===== config.mk =====
export PLATFORM = sky130hd
export DESIGN_NAME = multicycle_ctrl
export DESIGN_NICKNAME = d
export VERILOG_FILES = /design/src/rtl/multicycle_ctrl.sv
export SDC_FILE = /design/constraint.sdc
export NUM_CORES = 1
export LEC_CHECK = 0
export ABC_AREA = 1
export CAP_MARGIN = 0
export CORE_MARGIN = 2
export CORE_UTILIZATION = 40
export CTS_BUF_LIST = sky130_fd_sc_hd__clkbuf_4
export DETAILED_ROUTE_END_ITERATION = 16
export PLACE_DENSITY = 0.68
export SLEW_MARGIN = 10
export SYNTH_ARGS = -nofsm -noshare
export SYNTH_HDL_FRONTEND = slang
export SYNTH_SLANG_ARGS = --single-unit
export TNS_END_PERCENT = 5

===== constraint.sdc =====
create_clock -name clk -period 1.8 [get_ports clk]
set_input_delay 0.36 -clock clk [delete_from_list [all_inputs] [get_ports clk]]
set_output_delay 0.36 -clock clk [all_outputs]
set_load 0.03 [all_outputs]

===== src/rtl/multicycle_ctrl.sv =====
`default_nettype none
// ============================================================================
// Module      : multicycle_ctrl
// Description : Sequencing FSM for a multi-cycle RV32I datapath (load, store,
//               addi, R-type). BEQ support is compiled in with the macro
//               MULTICYCLE_CTRL_BRANCH_EN.
// Revision    : 1.0 - initial release
// ============================================================================
module multicycle_ctrl #(
    parameter int unsigned MEM_TIMEOUT = 15
) (
    input  logic       clk,
    input  logic       reset,
    input  logic [6:0] opcode,
    input  logic       zero,
    input  logic       mem_ready,
    output logic       mem_req,
    output logic       mem_we,
    output logic       mem_addr_sel,
    output logic       ir_we,
    output logic       pc_we,
    output logic       pc_src,
    output logic       alu_src,
    output logic [1:0] alu_op,
    output logic       reg_we,
    output logic       wb_sel,
    output logic [1:0] err_code,
    output logic [2:0] state_dbg
);

    typedef enum logic [2:0] {
        S_FETCH  = 3'd0,
        S_DECODE = 3'd1,
        S_EXEC   = 3'd2,
        S_MEM    = 3'd3,
        S_WB     = 3'd4,
        S_HALT   = 3'd7
    } state_t;

    localparam logic [6:0] c_OP_LOAD   = 7'b0000011;
    localparam logic [6:0] c_OP_STORE  = 7'b0100011;
    localparam logic [6:0] c_OP_ADDI   = 7'b0010011;
    localparam logic [6:0] c_OP_RTYPE  = 7'b0110011;
`ifdef MULTICYCLE_CTRL_BRANCH_EN
    localparam logic [6:0] c_OP_BRANCH = 7'b1100011;
`endif

    localparam logic [1:0] c_ERR_NONE    = 2'b00;
    localparam logic [1:0] c_ERR_ILLEGAL = 2'b01;
    localparam logic [1:0] c_ERR_TIMEOUT = 2'b10;

    localparam logic [1:0] c_ALU_ADD    = 2'b00;
    localparam logic [1:0] c_ALU_SUB    = 2'b01;
    localparam logic [1:0] c_ALU_FUNCT  = 2'b10;

    localparam logic [7:0] c_TIMEOUT    = 8'(MEM_TIMEOUT);
    localparam logic       c_TIMEOUT_EN = (MEM_TIMEOUT != 0);

    state_t     r_state_q;
    state_t     w_state_d;
    logic [1:0] r_err_q;
    logic [1:0] w_err_d;
    logic [7:0] r_wait_q;
    logic [7:0] w_wait_d;

    logic w_is_load;
    logic w_is_store;
    logic w_is_addi;
    logic w_is_rtype;
    logic w_is_beq;
    logic w_legal;
    logic w_timeout;

    // Opcode decode; only consulted from DECODE onward, so FETCH-time
    // changes on the opcode input have no effect.
    always_comb begin
        w_is_load  = (opcode == c_OP_LOAD);
        w_is_store = (opcode == c_OP_STORE);
        w_is_addi  = (opcode == c_OP_ADDI);
        w_is_rtype = (opcode == c_OP_RTYPE);
`ifdef MULTICYCLE_CTRL_BRANCH_EN
        w_is_beq   = (opcode == c_OP_BRANCH);
`else
        w_is_beq   = 1'b0;
`endif
        w_legal    = w_is_load | w_is_store | w_is_addi | w_is_rtype | w_is_beq;
    end

`ifndef MULTICYCLE_CTRL_BRANCH_EN
    logic w_unused_zero;
    assign w_unused_zero = zero;
`endif

    always_ff @(posedge clk or posedge reset) begin
        if (reset) begin
            r_state_q <= S_FETCH;
            r_err_q   <= c_ERR_NONE;
            r_wait_q  <= 8'd0;
        end else begin
            r_state_q <= w_state_d;
            r_err_q   <= w_err_d;
            r_wait_q  <= w_wait_d;
        end
    end

    always_comb begin
        w_state_d    = r_state_q;
        w_err_d      = r_err_q;
        w_wait_d     = r_wait_q;
        mem_req      = 1'b0;
        mem_we       = 1'b0;
        mem_addr_sel = 1'b0;
        ir_we        = 1'b0;
        pc_we        = 1'b0;
        pc_src       = 1'b0;
        alu_src      = 1'b0;
        alu_op       = c_ALU_ADD;
        reg_we       = 1'b0;
        wb_sel       = 1'b0;

        // A completing transfer on the timeout cycle takes priority.
        w_timeout = c_TIMEOUT_EN && !mem_ready && (r_wait_q == c_TIMEOUT);

        case (r_state_q)
            S_FETCH: begin
                mem_req = 1'b1;
                if (mem_ready) begin
                    ir_we     = 1'b1;
                    pc_we     = 1'b1;
                    w_state_d = S_DECODE;
                end else if (w_timeout) begin
                    w_state_d = S_HALT;
                    w_err_d   = c_ERR_TIMEOUT;
                end
            end

            S_DECODE: begin
                if (w_legal) begin
                    w_state_d = S_EXEC;
                end else begin
                    w_state_d = S_HALT;
                    w_err_d   = c_ERR_ILLEGAL;
                end
            end

            S_EXEC: begin
                if (w_is_rtype) begin
                    alu_op    = c_ALU_FUNCT;
                    w_state_d = S_WB;
                end else if (w_is_addi) begin
                    alu_src   = 1'b1;
                    w_state_d = S_WB;
                end else if (w_is_load || w_is_store) begin
                    alu_src   = 1'b1;
                    w_state_d = S_MEM;
                end else if (w_is_beq) begin
                    // Taken branch overwrites the PC still held by the datapath.
                    alu_op    = c_ALU_SUB;
                    pc_we     = zero;
                    pc_src    = zero;
                    w_state_d = S_FETCH;
                end else begin
                    w_state_d = S_HALT;
                    w_err_d   = c_ERR_ILLEGAL;
                end
            end

            S_MEM: begin
                mem_req      = 1'b1;
                mem_addr_sel = 1'b1;
                mem_we       = w_is_store;
                if (mem_ready) begin
                    w_state_d = w_is_store ? S_FETCH : S_WB;
                end else if (w_timeout) begin
                    w_state_d = S_HALT;
                    w_err_d   = c_ERR_TIMEOUT;
                end
            end

            S_WB: begin
                reg_we    = 1'b1;
                wb_sel    = w_is_load;
                w_state_d = S_FETCH;
            end

            S_HALT: begin
                w_state_d = S_HALT;
            end

            default: begin
                w_state_d = S_HALT;
            end
        endcase

        if ((w_state_d != r_state_q) || mem_ready) begin
            w_wait_d = 8'd0;
        end else if ((r_state_q == S_FETCH) || (r_state_q == S_MEM)) begin
            w_wait_d = r_wait_q + 8'd1;
        end

        // Outputs are held low for the whole reset assertion, dropping any
        // in-flight request immediately.
        if (reset) begin
            mem_req      = 1'b0;
            mem_we       = 1'b0;
            mem_addr_sel = 1'b0;
            ir_we        = 1'b0;
            pc_we        = 1'b0;
            pc_src       = 1'b0;
            alu_src      = 1'b0;
            alu_op       = c_ALU_ADD;
            reg_we       = 1'b0;
            wb_sel       = 1'b0;
        end
    end

    assign err_code  = r_err_q;
    assign state_dbg = r_state_q;

endmodule
`default_nettype wire


==> results_dict.tcl <==
set metrics [dict create \
    synthDistinctLibCells 25 \
    crit_chain "buf_4 > nand3_4 > nor4_2 > buf_4" \
    drtIter0Drc 27 \
    cp_common_cell "buf_4" \
    slowest_stage "dfrtp_2" \
    period_needed_ns 1.82 \
    drt_wl_total_um 2660 \
    async_reset_ff_frac 1.00 \
    yosys.area_share.simple 0.467 \
    p_leak_nw 0.752 \
    hold_viol 0 \
    grt_pass1_vias 994 \
    fill_cells 221 \
    start_util 0.417 \
    p_per_area_nw_per_um2 547 \
    cpLargestDelayFamily "flip-flops" \
    ctsHtreeMaxLevel 1 \
    rsz0062_at_grt "yes" \
    drive_gt1_frac 0.346 \
    cp.buffers_inverters 2 \
    drt_pass1_iterations 4 \
    globalRouteOverflowTotal 0 \
    antenna_cells 0 \
    startpoint_type "flop" \
    track_usage 0.198 \
    synth_ff_type "dfrtp_1" \
    clk_path_buf_depth 2 \
    fmax_mhz 550 \
    tritoncts "done" \
    violations "negative setup slack" \
    place_congestion 0.862 \
    viasPerCell 4.71 \
    drc 0 \
    path_max_fanout 7 \
    core-area_um2 2450 \
    pre_cts_slack_ns -0.235 \
    synth-compound-area-share 0.0416 \
    crit_type "reg2out" \
    clock-sinks 13 \
    critical_path_arrival_ns 1.46 \
    row_count 18 \
    ir_worst_vdd_mv 0.641 \
    routedWlPerCell_um 11.2 \
    ant_nets 0 \
    worstSkewPairLatency_ns 0.27 \
    muxShareOfSynthArea 0 \
    nets 221 \
    synth_seq_area_share 0.318 \
    synth_edf_count 0 \
    synth-xor-area-share 0.0513 \
    finish.utilization 0.630 \
    stdcell_area_um2 1550 \
    placed_area_um2 1400 \
    antenna_found_initial 0 \
    avgSynthCellArea_um2 6.60 \
    ys_ff_latch 13 \
    io_pins 27 \
    synth_fa_ha_area_frac 0.0122 \
    slowest_delay_ns 0.46 \
    portBuffers 23 \
    netlist_instances 155 \
    hp-class "in2async" \
    clockRootBuffer "clkbuf_4" \
    end_kind "primary output" \
    die_height_um 54.6 \
    die_w_um 54.6 \
    power_mw 0.847 \
    die_area_um2 2980 \
    vias 1122 \
    setup_violations 2 \
    grt_max_degree 14 \
    dp_hpwl_um 1920 \
    clk_pin_slew_ns 0.08 \
    finClkSkew_ns 0.00115 \
    synth_top_family_by_area "simple AND/OR/NAND/NOR gates" \
    cp.required_ns 1.44 \
    slew_violations 0 \
    synthesis.area_um2 1020 \
    whs_ns 0.354 \
    yosys_warnings 0 \
    worst_slack_ns -0.0181 \
    drv_cap 0 \
    area_growth_pct 51.1 \
    mostFrequentLayoutCells "nand2_1, buf_4, nor2_1, inv_1" \
    status "complete, but fails checks" \
    post-route-period-util 1.01 \
    numCtsBuffers 3 \
    layout_commonest_cell "nand2_1" \
    grt_pass1_wl_um 4240 \
]
metal layers:
layer | up-vias | part of all wire | track usage
met1 | 505 | 0.44 | 0.261
met4 | 0 | 0.0094 | 0.0500
met5 | - | 0 | 0
li1 | 582 | - | -
met2 | 31 | 0.51 | 0.317
met3 | 4 | 0.043 | 0.0519
Yosys cell counts (2+ instances only):
library cell / n / share of area
dfrtp_1: 13 / 0.32
nand2_2: 3 / 0.018
inv_2: 3 / 0.011
inv_1: 20 / 0.073
nand2_1: 39 / 0.14
nor2_1: 30 / 0.11
nor4_1: 2 / 0.012
a21oi_1: 3 / 0.015
nand3_2: 2 / 0.020
xnor2_1: 3 / 0.026
nand3_1: 10 / 0.049
buf_4: 3 / 0.022
nand4_1: 2 / 0.012
nand3_4: 2 / 0.034
o21ai_0: 3 / 0.015
nor2_2: 5 / 0.031
xor2_1: 3 / 0.026
nor3_1: 2 / 0.0098
worst reg2reg max path, delay by kind of cell (launching register included):
kind                     cells  cell delay, ns
adder cells (fa/ha/maj)      1            0.21
flip-flops                   1            0.41
AND/OR/NAND/NOR              9            0.95
power by group:
part	switching, mW	internal (mW)
sequential	0.0236	0.317
combinational	0.177	0.135
clock	0.0925	0.101
logic make-up (layout without fill, tap and decap cells):
group | after synthesis | after routing
adder cells (fa/ha/maj) | 1 | 1
other | 1 | 2
AO/OA/AOI/OAI | 8 | 8
XOR/XNOR | 6 | 6
buffers and inverters | 26 | 78
flip-flops | 13 | 13
AND/OR/NAND/NOR | 100 | 100
repair_timing:
action / CTS / global route
cloned: 0 / 0
endpoints found under the setup margin: 10 / 16
pin swaps: 7 / 1
resized for setup: 24 / 3
setup buffers: 5 / 6
hold buffers: 0 / 0
stage by stage:
stage,TNS (ns),instances
2_1_floorplan,-0.189,156
5_1_grt,-0.618,238
6_report,-0.0336,238
3_3_place_gp,-2.81,223
4_1_cts,-0.124,232
3_5_place_dp,-2.90,223
final cells by class:
class	count	area, um^2	area share
Inverter	23	88.8	0.0574
Sequential cell	13	329	0.213
Tap cell	30	37.5	0.0243
Timing Repair Buffer	51	409	0.265
Multi-Input combinational cell	117	652	0.422
Clock buffer	4	30.0	0.0194
worst paths after layout:
check                        startpoint      endpoint  slack [ns]  depth (start not counted)
max in group asynchronous         reset  state_dbg[1]        1.27                          3
setup reg to reg            r_wait_q[0]   r_wait_q[1]        0.17                         10
min in group clk            err_code[1]   err_code[1]        0.49                          2
hold / removal                    reset  state_dbg[2]        0.35                          3
hold reg to reg             err_code[1]   err_code[1]        0.49                          2
setup / recovery           state_dbg[1]        mem_we       -0.02                          4
state kept, by name, summed over array words and instances, names as in the netlist:
| signal | flops |
|---|---|
| state_dbg | 3 |
| r_wait_q | 8 |
| err_code | 2 |
Note: power is estimated with default switching activity, not from simulation.
